===== config.mk =====
export PLATFORM = sky130hd
export DESIGN_NAME = stretch_sequencer
export DESIGN_NICKNAME = d
export VERILOG_FILES = /design/src/rtl/stretch_sequencer.sv
export SDC_FILE = /design/constraint.sdc
export NUM_CORES = 1
export LEC_CHECK = 0
export CAP_MARGIN = 30
export CORE_AREA = 5 5 226 228
export DETAILED_ROUTE_END_ITERATION = 16
export DIE_AREA = 0 0 231 233
export PLACE_DENSITY = 0.69
export RECOVER_POWER = 50
export SLEW_MARGIN = 20
export SYNTH_ARGS = -nofsm -noshare
export SYNTH_HDL_FRONTEND = slang
export SYNTH_SLANG_ARGS = --single-unit
export TNS_END_PERCENT = 20

===== constraint.sdc =====
create_clock -name clk -period 9.7 [get_ports clk]
set_input_delay 1.94 -clock clk [delete_from_list [all_inputs] [get_ports clk]]
set_output_delay 1.94 -clock clk [all_outputs]
set_load 0.1 [all_outputs]

===== src/rtl/stretch_sequencer.sv =====
// -----------------------------------------------------------------------------
// stretch_sequencer
//
// Per-channel programmable, retriggerable pulse stretcher for the trigger front
// end. Each channel holds a stretch length; a rising edge on a channel input
// produces an output pulse of that many clock cycles. If another rising edge
// arrives while the pulse is still running, the pulse restarts at full length.
// A global arm/drain/disarm sequencer gates all channels. Stretch lengths can be
// written only while the block is DISARMED, so a length never changes under a
// running pulse.
//
// Ports
//   clk       system clock; all logic is on the rising edge
//   rst_n     asynchronous, active-low reset
//   in        raw channel inputs, already synchronous to clk
//   arm       level request: DISARMED -> ARMED (ignored while disarm=1)
//   disarm    level request: ARMED -> DRAIN (wins over arm)
//   cfg_wr    single-cycle write strobe
//   cfg_addr  channel index for the write
//   cfg_data  new stretch length (0 behaves as 1)
//   cfg_ack   1-cycle pulse: the write was accepted
//   cfg_err   1-cycle pulse: the write was rejected
//   out       stretched channel outputs, registered
//   busy      OR of all out bits, registered, aligned with out
//   state     00 DISARMED, 01 ARMED, 10 DRAIN (sequencer state, for debug)
//
// Config handshake: there is no ready signal. Every cycle with cfg_wr=1 is one
// write attempt, and back-to-back attempts are allowed. Each attempt gets
// exactly one response on the following cycle: either cfg_ack or cfg_err.
// The write takes effect on the same edge as the response.
// -----------------------------------------------------------------------------
module stretch_sequencer #(
  parameter int WIDTH       = 48,
  parameter int CNT_BITS    = 4,
  parameter int DEFAULT_LEN = 4,
  localparam int AW         = (WIDTH > 1) ? $clog2(WIDTH) : 1
) (
  input  logic                clk,
  input  logic                rst_n,
  input  logic [WIDTH-1:0]    in,
  input  logic                arm,
  input  logic                disarm,
  input  logic                cfg_wr,
  input  logic [AW-1:0]       cfg_addr,
  input  logic [CNT_BITS-1:0] cfg_data,
  output logic                cfg_ack,
  output logic                cfg_err,
  output logic [WIDTH-1:0]    out,
  output logic                busy,
  output logic [1:0]          state
);

  typedef enum logic [1:0] {
    DISARMED = 2'b00,
    ARMED    = 2'b01,
    DRAIN    = 2'b10
  } state_t;

  state_t              st;
  logic [WIDTH-1:0]    in_d;
  logic [WIDTH-1:0]    rise;
  logic [CNT_BITS-1:0] cnt     [WIDTH];
  logic [CNT_BITS-1:0] len     [WIDTH];
  logic [CNT_BITS-1:0] cnt_nxt [WIDTH];
  logic [WIDTH-1:0]    out_nxt;
  logic                cfg_ok;

  assign state = st;
  assign rise  = in & ~in_d;

  // A write is legal only while quiescent and only to an existing channel.
  assign cfg_ok = (st == DISARMED) && (int'(cfg_addr) < WIDTH);

  // A programmed length of 0 still gives a one-cycle pulse.
  function automatic logic [CNT_BITS-1:0] eff_len(input logic [CNT_BITS-1:0] l);
    return (l == '0) ? CNT_BITS'(1) : l;
  endfunction

  // Next counter values. out is registered from the same next value, so
  // out always equals (cnt != 0) and busy is aligned with out.
  always_comb begin
    out_nxt = '0;
    for (int ch = 0; ch < WIDTH; ch++) begin
      cnt_nxt[ch] = cnt[ch];
      case (st)
        ARMED: begin
          if (rise[ch])             cnt_nxt[ch] = eff_len(len[ch]);
          else if (cnt[ch] != '0)   cnt_nxt[ch] = cnt[ch] - CNT_BITS'(1);
        end
        DRAIN: begin
          // New edges are ignored; running pulses run to completion.
          if (cnt[ch] != '0)        cnt_nxt[ch] = cnt[ch] - CNT_BITS'(1);
        end
        default:                    cnt_nxt[ch] = '0;
      endcase
      out_nxt[ch] = (cnt_nxt[ch] != '0);
    end
  end

  always_ff @(posedge clk or negedge rst_n) begin
    if (!rst_n) begin
      st      <= DISARMED;
      in_d    <= '0;
      out     <= '0;
      busy    <= 1'b0;
      cfg_ack <= 1'b0;
      cfg_err <= 1'b0;
      for (int ch = 0; ch < WIDTH; ch++) begin
        cnt[ch] <= '0;
        len[ch] <= CNT_BITS'(DEFAULT_LEN);
      end
    end else begin
      in_d <= in;
      out  <= out_nxt;
      busy <= |out_nxt;
      for (int ch = 0; ch < WIDTH; ch++) cnt[ch] <= cnt_nxt[ch];

      cfg_ack <= 1'b0;
      cfg_err <= 1'b0;
      if (cfg_wr) begin
        if (cfg_ok) begin
          len[cfg_addr] <= cfg_data;
          cfg_ack       <= 1'b1;
        end else begin
          cfg_err <= 1'b1;
        end
      end

      case (st)
        DISARMED: if (arm && !disarm) st <= ARMED;
        ARMED:    if (disarm)         st <= DRAIN;
        // out mirrors the current counters: leave once every pulse has ended.
        DRAIN:    if (!(|out))        st <= DISARMED;
        default:                      st <= DISARMED;
      endcase
    end
  end

endmodule

==> key figures <==
STA
  • Worst hold slack: 0.507 ns
  • Rel. slew slack: -193%
  • Tmin final: 6.92 ns
  • Final worst-path cycle share: 71.3%
  • Fmax achieved: 145 MHz
  • Final setup violation count: 0
  • Clk_skew: 0.0224 ns
  • Final Max Slew Viols: 505
  • Final TNS setup: 0 ns
  • Unrepaired setup endpoints after global routing: no
  • Final number of hold-violating endpoints: 0
  • Worst-Margin Slew: 4.39 ns

Global routing
  • Grt ovf: 0
  • GRT Total Usage: 25.0%
  • Vias in the first global route: 19.3k
  • Initial antenna violation count: 1
  • First-pass GRT wire length: 107000 um
  • Pin count of the biggest net entering global routing: 176

Synth
  • Syn Area/Cell: 10.7 um^2
  • Area leader, netlist: dfrtp_1
  • Ys Warns: 0
  • Yosys reg bits: 485
  • Post-Syn Area: 24900 um^2
  • Syn Inst Count: 2332
  • Netlist cell types: 78
  • Top cells by area, synth: dfrtp_1 (44%), mux2_2 (9.5%), dfstp_2 (5.1%)
  • Post-synth net total: 2446
  • Number of synthesized flops with an enable pin: 0
  • Fraction of registers with async set/reset: 100%
  • Sequential element share of the synthesized area: 48.9%
  • Top cell type's share of synthesized area: 43.8%
  • Top_reg_cell synth: dfrtp_1

CTS
  • Max clock buf depth: 3
  • CTS clk-pin slew, worst paths: 0.06 ns
  • CTS Sinks: 485
  • Skew-Pair Late Insertion Delay: 0.60 ns
  • CTS Root Cell: clkbuf_16
  • Quantity of gates resized following cts: 0
  • CTS buffer count: 51
  • CTS tree: built
  • CTS Hold Bufs: 0
  • H-Tree Depth: 2
  • Post-CTS Setup Inserts: 0

Cells and area
  • Antenna fix cells: 0
  • # nets final: 2554
  • Most frequent cells in the layout: dfrtp_1 (437), mux2_2 (210), inv_1 (135), o21ai_0 (125), nor3_1 (112)
  • Most common cell after layout, fill and taps aside: dfrtp_1
  • Area Growth Syn to Fin: 13.3%
  • Layout cell share with drive strength beyond 1: 16.5%

Floorplanning
  • Core area: 48600 um^2
  • Die width: 231 um
  • Boundary Pins: 116
  • Row count: 81
  • Die ar.: 53800 um^2
  • Die height: 233 um
  • Initial core utilization: 51.3%

Worst setup path
  • CP Capture Type: register
  • Crit. Startpoint: state[0]
  • Data arrival time of the worst path: 7.38 ns
  • R2R depth: 11
  • Worst reg-to-reg setup slack: 2.78 ns
  • Crit path to: busy
  • CP Class: register to register
  • CP max FO: 48
  • Worst R2R End: busy
  • Worst Path Required: 10.16 ns
  • RR Startpoint: state[0]
  • Setup crit start kind: register

Detailed routing
  • Number of remaining DRC errors: 0
  • Final ANT Viol Nets: 0
  • Wire length per cell: 22.0 um
  • DRT iter0 DRCs: 1403
  • Vias/cell: 6.24
  • Final wirelength: 68200 um
  • Vias: 19.4k
  • Pre-antenna DRT Iters: 6

Placement
  • Port Buffers: 115
  • Dpl hpwl: 44900 um
  • RePlAce Congestion: 0.883

Power and ir drop
  • P_leak: 12.8 nW
  • Peak supply drop: 137 uV
  • Total power: 4.94 mW
  • P per Cell Area: 175 nW/um^2

Flow run
  • Max-cap viol count: 7

Run status
  • Run status: complete, but fails checks
  • Violated checks: capacitance limit, slew limit

Min path
  • Hold WC Path Type: register to register
==> worst max-delay path, cell delays in order (launching register included) <==
cell,delay [ns]
dfrtp_1,0.42
inv_1,0.11
ha_2,0.27
clkbuf_1,1.25
nand2_4,1.12
clkbuf_1,1.23
a22oi_1,0.35
or4_4,0.51
or4_1,0.56
or4_1,0.59
nor4_2,0.19
nand4b_1,0.13
==> flip-flops by register name (all words and copies together), names as in the netlist <==
name and count:
cnt 192, len 192, in_d 48, out 48, state 2, busy 1
cfg_ack 1, cfg_err 1
==> power by group <==
group	internal (mW)	switching, mW	total (mW)	leakage [nW]
clock	1.09	0.799	1.89	0.778
combinational	0.330	0.487	0.817	5.67
sequential	2.14	0.0933	2.23	6.36
total	3.56	1.38	4.94	12.8
==> cells in the mapped netlist, types with 25 or more instances <==
cell type / instances
dfrtp_1: 437
dfstp_2: 48
nor3_1: 112
nor2_1: 108
a211oi_1: 46
ha_1: 51
a2111oi_0: 27
nand2b_1: 75
nand3_1: 42
o21ai_0: 125
o211ai_1: 39
nand2_1: 101
nor2b_1: 68
inv_1: 135
a22oi_1: 34
o31ai_1: 37
mux2i_1: 26
mux2_2: 210
or3b_2: 37
clkbuf_1: 56
nor4b_1: 28
o22ai_1: 25
xnor2_1: 48
a21oi_1: 73
nor3b_1: 29
==> layout make-up <==
class | count | area [um^2]
fillers | 4064 | 20400
flip-flops and latches | 485 | 12200
multi-input cells | 1627 | 11900
clock buffers | 81 | 1480
repair buffers | 139 | 1290
well taps | 622 | 778
inverters | 136 | 510
clock inverters | 10 | 108
==> worst min path at each step <==
stage,startpoint,to,slack [ns],cells past startpoint
2_1_floorplan,len[108],len[108],0.47,1
3_3_place_gp,len[108],len[108],0.49,1
3_5_place_dp,len[12],len[12],0.50,1
4_1_cts,len[12],len[12],0.51,1
5_1_grt,len[12],len[12],0.52,1
6_report,len[108],len[108],0.51,1
==> routing by layer <==
layer | vias up | share of wire, % | track usage [%]
met1 | 9754 | 43 | 33.5
met2 | 555 | 47 | 40.8
met4 | 2 | 3.4 | 8.38
li1 | 8886 | - | -
met3 | 162 | 6.7 | 5.47
met5 | - | 0.019 | 0
==> cells by family after synthesis <==
group / count (synthesis) / share of synthesized area [%]
buf+inv: 220 / 3.45
compound gates: 554 / 15.5
flops: 485 / 48.9
mux: 239 / 10.7
simple gates: 735 / 17.2
xor+xnor: 48 / 1.69
fa+ha+maj: 51 / 2.56
==> per-stage QoR <==
step | setup slack, ns | instances | area (um^2) | utilization, %
floorplan | 5.47 | 2332 | 24900 | -
global placement | 4.42 | 3005 | 26700 | 54.9
detailed placement | 4.38 | 3008 | 26700 | 55.0
CTS | 5.01 | 3099 | 28300 | 58.2
global route | 2.57 | 3100 | 28300 | 58.1
finish | 2.78 | 3100 | 28300 | 58.1
Note: power is estimated with default switching activity, not from simulation.
